File: src/rtl/bram_mult_seq_pkg.sv
// Shared types and constants for the BRAM-fed multiplier sequencer.
package bram_mult_seq_pkg;

  localparam int OP_W   = 16;
  localparam int PROD_W = 32;
  localparam int WORD_W = 32;

  // Operand packing inside one operand BRAM word
  localparam int A_MSB = 31;
  localparam int A_LSB = 16;
  localparam int B_MSB = 15;
  localparam int B_LSB = 0;

  typedef enum logic [2:0] {
    IDLE,
    READ,
    WAIT,
    MULT,
    WRITE,
    DONE
  } state_t;

endpackage

File: src/rtl/bram_mult_sequencer_start_stop_edge.sv
// Rising-edge detector for start_stop; history is cleared by reset.
module start_stop_edge (
  input  logic clk,
  input  logic rst,
  input  logic start_stop,
  output logic rise
);

  logic prev;

  always_ff @(posedge clk) begin
    if (rst) prev <= 1'b0;
    else     prev <= start_stop;
  end

  assign rise = start_stop & ~prev;

endmodule

File: src/rtl/bram_mult_sequencer.sv
// Walks the operand BRAM, multiplies each packed pair and writes products to the result BRAM.
// Optional BRAM_SEQ_ACCUM_EN: y shows a wrapping running sum of the pass instead of the last product.
//
// state | meaning
// IDLE  | waiting for a start_stop rising edge
// READ  | operand BRAM read strobe at index
// WAIT  | operand word arrives, multiplier operands registered
// MULT  | multiplier latency, product captured on the last cycle
// WRITE | result BRAM write, y update, stop/last decision
// DONE  | one-cycle completion pulse
module bram_mult_sequencer
  import bram_mult_seq_pkg::*;
#(
  parameter int DEPTH    = 16,
  parameter int ADDR_W   = 4,
  parameter int MULT_LAT = 1
) (
  input  logic              clk,
  input  logic              rst,
  input  logic              start_stop,
  output logic              op_en,
  output logic [ADDR_W-1:0] op_addr,
  input  logic [WORD_W-1:0] op_dout,
  output logic [OP_W-1:0]   mul_a,
  output logic [OP_W-1:0]   mul_b,
  input  logic [PROD_W-1:0] mul_p,
  output logic              res_we,
  output logic [ADDR_W-1:0] res_addr,
  output logic [PROD_W-1:0] res_din,
  output logic [PROD_W-1:0] y,
  output logic              busy,
  output logic              done
);

  localparam int CNT_W = (MULT_LAT > 1) ? $clog2(MULT_LAT) : 1;
  localparam logic [ADDR_W-1:0] LAST_IDX = ADDR_W'(DEPTH - 1);
  localparam logic [CNT_W-1:0]  CNT_LOAD = CNT_W'(MULT_LAT - 1);

  state_t              state, state_nx;
  logic [ADDR_W-1:0]   idx;
  logic [CNT_W-1:0]    cnt;
  logic [PROD_W-1:0]   prod;
  logic                rise;

  start_stop_edge u_edge (
    .clk        (clk),
    .rst        (rst),
    .start_stop (start_stop),
    .rise       (rise)
  );

  always_ff @(posedge clk) begin
    if (rst) begin
      state <= IDLE;
      idx   <= '0;
      cnt   <= '0;
      mul_a <= '0;
      mul_b <= '0;
      prod  <= '0;
      y     <= '0;
    end else begin
      state <= state_nx;
      case (state)
        IDLE: if (rise) begin
          idx <= '0;
`ifdef BRAM_SEQ_ACCUM_EN
          y   <= '0;
`endif
        end
        WAIT: begin
          mul_a <= op_dout[A_MSB:A_LSB];
          mul_b <= op_dout[B_MSB:B_LSB];
          cnt   <= CNT_LOAD;
        end
        // down-counter: product is valid when the count reaches zero
        MULT: begin
          if (cnt == '0) prod <= mul_p;
          else           cnt  <= cnt - 1'b1;
        end
        WRITE: begin
`ifdef BRAM_SEQ_ACCUM_EN
          y <= y + prod;
`else
          y <= prod;
`endif
          if (state_nx == READ) idx <= idx + 1'b1;
        end
        default: ;
      endcase
    end
  end

  always_comb begin
    state_nx = state;
    op_en    = 1'b0;
    res_we   = 1'b0;
    done     = 1'b0;
    case (state)
      IDLE:  if (rise) state_nx = READ;
      READ:  begin op_en = 1'b1; state_nx = WAIT; end
      WAIT:  state_nx = MULT;
      MULT:  if (cnt == '0) state_nx = WRITE;
      WRITE: begin
        res_we = 1'b1;
        if (idx == LAST_IDX || !start_stop) state_nx = DONE;
        else                                state_nx = READ;
      end
      DONE:  begin done = 1'b1; state_nx = IDLE; end
      default: state_nx = IDLE;
    endcase
  end

  assign op_addr  = op_en  ? idx  : '0;
  assign res_addr = res_we ? idx  : '0;
  assign res_din  = res_we ? prod : '0;
  assign busy     = (state != IDLE) && (state != DONE);

endmodule
File: config.mk
export PLATFORM = sky130hd
export DESIGN_NAME = bram_mult_sequencer
export DESIGN_NICKNAME = d
export VERILOG_FILES = /design/src/rtl/bram_mult_seq_pkg.sv /design/src/rtl/bram_mult_sequencer_start_stop_edge.sv /design/src/rtl/bram_mult_sequencer.sv
export SDC_FILE = /design/constraint.sdc
export NUM_CORES = 1
export LEC_CHECK = 0
export BUFFER_PORTS_ARGS = -buffer_cell sky130_fd_sc_hd__buf_2
export CORE_AREA = 2 2 102 104
export CTS_CLUSTER_SIZE = 14
export DETAILED_ROUTE_END_ITERATION = 7
export DIE_AREA = 0 0 104 106
export PLACE_DENSITY = 0.78
export SYNTH_ARGS = -nofsm -noshare
export SYNTH_HDL_FRONTEND = slang
export SYNTH_SLANG_ARGS = --single-unit
File: constraint.sdc
create_clock -name clk -period 4.5 [get_ports clk]
set_input_delay 0 -clock clk [delete_from_list [all_inputs] [get_ports clk]]
set_output_delay 0 -clock clk [all_outputs]
set_load 0.05 [all_outputs]
==> metrics.yaml, run 1 <==
synth_adder_area_share: 0.00325
synth_top_flop_cell: "dfxtp_1"
synth-xor-area-share: 0.00228
synth_seq_cells: 104
num-nets-final: 796
htree_levels: 3
grt_pass1_vias: 3836
status: "completed"
dpl.hpwl_mm: 6.95
syn_area_mm2: 0.00384
min-delay-path-class: "in2reg"
power_density_mw_per_mm2: 320
synth_top_family_by_area: "simple AND/OR/NAND/NOR gates"
crit_start: "state[0]$_SDFF_PP0_"
fmax_mhz: 383
ys_top_cells_by_area: "dfxtp_1, nand2_1, a21oi_1, inv_1, clkbuf_1"
cts.sinks: 104
crit_type: "reg2out"
synth.area.mux_share: 0
die_area_mm2: 0.0110
ir_worst_vdd_uv: 142
syn_avg_cell_area_um2: 7.54
slew_headroom: 0.154
arrival_ns: 2.61
pwr-share-clk: 0.314
fin_hold_ws_ns: 0.279
hold_buffers: 65
syn_to_final_growth_pct: 45.8
clockBufferDepth: 2
synth_top_area_frac: 0.541
post_cts_resized: 0
synth_cells: 510
p_leak_nw: 2.73
place_area_mm2: 0.00477
swShare: 0.275
rsz0062_at_grt: "false"
path_max_fanout: 40
setup_viol: 0
drt_iter0_drc: 285
root_buffer: "clkbuf_8"
synth_nets: 578
min_from: "rst"
routed_via_density: 4.66
yosysMostFrequentCell: "nand2_1"
boundaryPins: 175
synthTopCellsByCount: "nand2_1, dfxtp_1, a21oi_1, inv_1, clkbuf_1"
synth_cell_types: 27
worstReg2RegStart: "state[0]$_SDFF_PP0_"
grt_max_degree: 106
tightest_slew_ns: 1.27
cts_setup_buffers: 0
grt-busiest-layer: "met2"
die_h_um: 106
grt_use_met1: 0.225
synth_top_area_cell: "dfxtp_1"
drt_pre_antenna_iters: 4
seq_power_share: 0.536
pwr-share-comb: 0.149
synth-seq-area-share: 0.541
synth-edff-count: 0
start_util: 0.385
cp_top_family: "buffers and inverters"
antenna_cells: 0
grt_pass1_wl_mm: 17.8
track_usage: 0.197
async_flop_share: 0
cts_buffers: 9
crit_chain: "nor2_2 > nand2_2 > inv_2 > nand2_1 > inv_1 > buf_2"
crit_slowest_cell: "inv_2"
num_rows: 37
fin_area_mm2: 0.00560
die_w_um: 104
cp.buffers_inverters: 3
grt_use_met2: 0.353
portBuffers: 174
wl_mm: 11.0
synth_compound_area_frac: 0.136
yosysWarnings: 0
avgRoutedWirePerCell_um: 12.6
period_share: 0.579
rrSetupSlack_ns: 1.90
intPower_mw: 1.30
max_cap_violations: 0
setup.worst_path.end_class: "primary output"
antenna_found_initial: 0
switchingPower_mw: 0.494
grt_overflow_total: 0
ant_nets: 0
clkSlewWorstSetupHoldPaths_ns: 0.10
drive_gt1_frac: 0.265
layout_min_cycle_time_ns: 2.61
cp-start-kind: "flop"
num_vias: 4053
clock_skew_ns: 0.00853
hold_violations: 0
core_area_mm2: 0.0100
worstPathRequired_ns: 4.50
fin_util: 0.560
clock_latency_ns: 0.36
drc: 0
gp_congestion: 0.831
fin_setup_tns_ns: 0
grtUsageMet3: 0.0429
slew_violations: 0
synth-simple-area-share: 0.250
cts_tree: "yes"
cpPeakStageDelay_ns: 0.70
[cell type report]
cell class | count | area [um^2]
repair buffers | 240 | 1530
clock buffers | 11 | 131
clock inverters | 5 | 56.3
well taps | 136 | 170
flip-flops and latches | 104 | 2080
fillers | 889 | 4400
inverters | 34 | 128
multi-input cells | 339 | 1510
[metal layers]
| layer | share of wire | up-vias |
|---|---|---|
| met4 | 0.028 | 0 |
| met3 | 0.063 | 26 |
| met5 | 0 | - |
| li1 | - | 2038 |
| met2 | 0.50 | 151 |
| met1 | 0.41 | 1838 |
[worst paths after layout]
path / endpoint / cells past startpoint
min: prod[16]$_SDFFE_PP0N_ / 2
max: res_din[12] / 6
min reg2reg: prod[0]$_SDFFE_PP0N_ / 2
max reg2reg: idx[3]$_SDFFE_PP0P_ / 6
[flip-flops by register name, indices dropped and copies added (netlist names)]
| name | cells |
|---|---|
| prod | 32 |
| y | 32 |
| mul_a | 16 |
| mul_b | 16 |
| idx | 4 |
| state | 3 |
| u_edge.prev | 1 |
[layout by cell type (no fill, tap or decap), types with 3 or more instances in the layout]
master         count
a21oi_1           99
and2_1             9
buf_2            173
clkbuf_8           9
dfxtp_1          104
dlygate4sd3_1     65
inv_1             33
nand2_1          194
nand2b_1           4
nand3_1            4
nor2_1             7
nor2b_1            3
[through the flow]
stage	worst slack (ns)	power (mW)	cells
final	1.89	1.80	869
after global routing	1.59	1.87	869
after CTS	1.82	1.81	869
after detailed placement	1.88	1.20	788
after global placement	1.99	1.20	788
after floorplan	2.16	1.14	510
[power groups by stage]
stage | clock [mW] | combinational, mW | sequential (mW)
after floorplan | 0 | 0.0923 | 1.04
after global placement | 0 | 0.217 | 0.981
after detailed placement | 0 | 0.222 | 0.983
after CTS | 0.582 | 0.265 | 0.962
after global routing | 0.614 | 0.288 | 0.967
final | 0.564 | 0.268 | 0.963
[cell families (layout without fill, tap and decap cells)]
| logic type | after synthesis | count (layout) |
|---|---|---|
| AO/OA/AOI/OAI | 103 | 103 |
| XOR/XNOR | 1 | 1 |
| AND/OR/NAND/NOR | 234 | 234 |
| buffers and inverters | 67 | 290 |
| adder cells (fa/ha/maj) | 1 | 1 |
| flip-flops | 104 | 104 |
No activity file was read; power rests on OpenSTA's default activity.
==> inputs of run 2 (changes only) <==
Clock period 4.5 ns to 2.4 ns, I/O delays scaled along.
==> run 2 against run 1 <==
  * Sequential share of layout area shrank 0.47 points
  * Combinational power grew 92%
  * Wire length increased by 4.5%
  * Register-to-register slack worse by 1.3 ns
  * Critical endpoint is now res_din[16]
  * Highest routed layer unchanged
==> metrics.yaml, run 2 (synthesized netlist as in run 1, its figures left out) <==
clockBufferDepth: 2
slew_headroom: 0.583
hold_violations: 0
fmax_mhz: 469
clock_latency_ns: 0.35
reg2reg_to: "idx[3]$_SDFFE_PP0P_"
core_area_mm2: 0.0100
worstReg2RegStart: "state[0]$_SDFF_PP0_"
antenna_found_initial: 0
final_common_cell: "nand2_1"
track_usage: 0.202
fin_setup_tns_ns: 0
cts_setup_buffers: 0
die_h_um: 106
status: "completed"
period_share: 0.888
clock_skew_ns: 0.00565
fin_util: 0.568
grt_overflow_total: 0
cp-start-kind: "flop"
ff2ff_path_depth: 6
cts.sinks: 104
rrSetupSlack_ns: 0.63
tightest_slew_ns: 0.625
ant_nets: 0
grt_pass1_wl_mm: 18.0
avgRoutedWirePerCell_um: 13.1
p_leak_nw: 2.78
setup.worst_path.end_class: "primary output"
rsz0062_at_grt: "false"
multi_input_area_mm2: 0.00151
cts_tree: "yes"
ir_worst_vdd_uv: 256
setup_ws_ns: 0.268
layout_min_cycle_time_ns: 2.13
max_cap_violations: 0
crit_type: "reg2out"
final_cell_mix: "nand2_1, buf_2, dfxtp_1"
grt_pass1_vias: 3890
routed_via_density: 4.72
n_fill_cell: 918
dpl.hpwl_mm: 7.35
clkSlewWorstSetupHoldPaths_ns: 0.09
place_ws_ns: 0.645
gp_congestion: 0.782
hold_depth: 2
setup_viol: 0
root_buffer: "clkbuf_8"
wl_mm: 11.5
drt_pre_antenna_iters: 5
num_rows: 37
start_util: 0.385
die_area_mm2: 0.0110
cts_buffers: 9
syn_to_final_growth_pct: 47.6
die_w_um: 104
min_from: "rst"
top_regs: "prod x32, y x32"
min-delay-path-class: "in2reg"
antenna_cells: 0
power_density_mw_per_mm2: 602
drc: 0
portBuffers: 174
drt_iter0_drc: 189
boundaryPins: 175
num-nets-final: 804
arrival_ns: 2.13
hold_end: "prod[11]$_SDFFE_PP0N_"
path_max_fanout: 24
slew_violations: 0
drive_gt1_frac: 0.273
num_vias: 4138
worstPathRequired_ns: 2.40
htree_levels: 3
grt_max_degree: 61
seq_area_mm2: 0.00208
run 2: changes by cell type in the layout (fill, tap and decap cells not counted), sizes merged:
cell | previous run | this run
clkinvlp | 1 | 0
inv | 35 | 34
buf | 175 | 183
clkbuf | 11 | 13
run 2: repair_timing:
item / CTS / global route
endpoints found under the setup margin: 0 / 0
hold buffers: 65 / 0
hold endpoints to repair: 66 / 0
gates resized for setup: 0 / 0
run 2: worst max path at each step:
stage                                   start  slack, ns  cells after the start                  end
after floorplan           state[0]$_SDFF_PP0_       0.06                      3           op_addr[0]
after global placement    state[0]$_SDFF_PP0_       0.72                      6  idx[3]$_SDFFE_PP0P_
after detailed placement  state[0]$_SDFF_PP0_       0.64                      6  idx[3]$_SDFFE_PP0P_
after CTS                 state[0]$_SDFF_PP0_       0.26                      7          res_din[16]
after global routing      state[0]$_SDFF_PP0_       0.09                      7          res_din[12]
final                     state[0]$_SDFF_PP0_       0.27                      7          res_din[16]
run 2: final cells by class:
cell class / instances / area share
inverter: 34 / 0.0225
clock buffer: 13 / 0.0280
clock inverter: 3 / 0.00705
tap: 136 / 0.0300
timing repair buffer: 248 / 0.280
multi-input combinational: 339 / 0.265
sequential: 104 / 0.367
run 2: where the power goes:
group	internal (mW)	total (mW)	switching, mW
Clock	0.538	1.10	0.560
Combinational	0.189	0.514	0.325
Sequential	1.77	1.80	0.0303
Total	2.50	3.42	0.915
run 2: per-layer routing:
layer | wire length [um] | global-route usage
met1 | 4800 | 0.237
met2 | 5760 | 0.352
met3 | 679 | 0.0435
met4 | 239 | 0.0936
met5 | 0 | 0
run 2: through the flow:
step                cells  total power [mW]  cell area [um^2]  hold WS (ns)
floorplan             510              2.13              3840         0.128
global placement      796              2.26              4830         0.242
detailed placement    796              2.27              4830         0.249
CTS                   877              3.45              5680         0.122
global route          877              3.57              5680         0.159
finish                877              3.42              5680         0.144
run 2: worst max-delay path, cell delays in order, from the launching register on:
cell     delay, ns
dfxtp_1       0.39
nor2_2        0.20
nand2_2       0.09
inv_2         0.27
buf_4         0.36
nand2_1       0.13
inv_1         0.08
buf_2         0.26
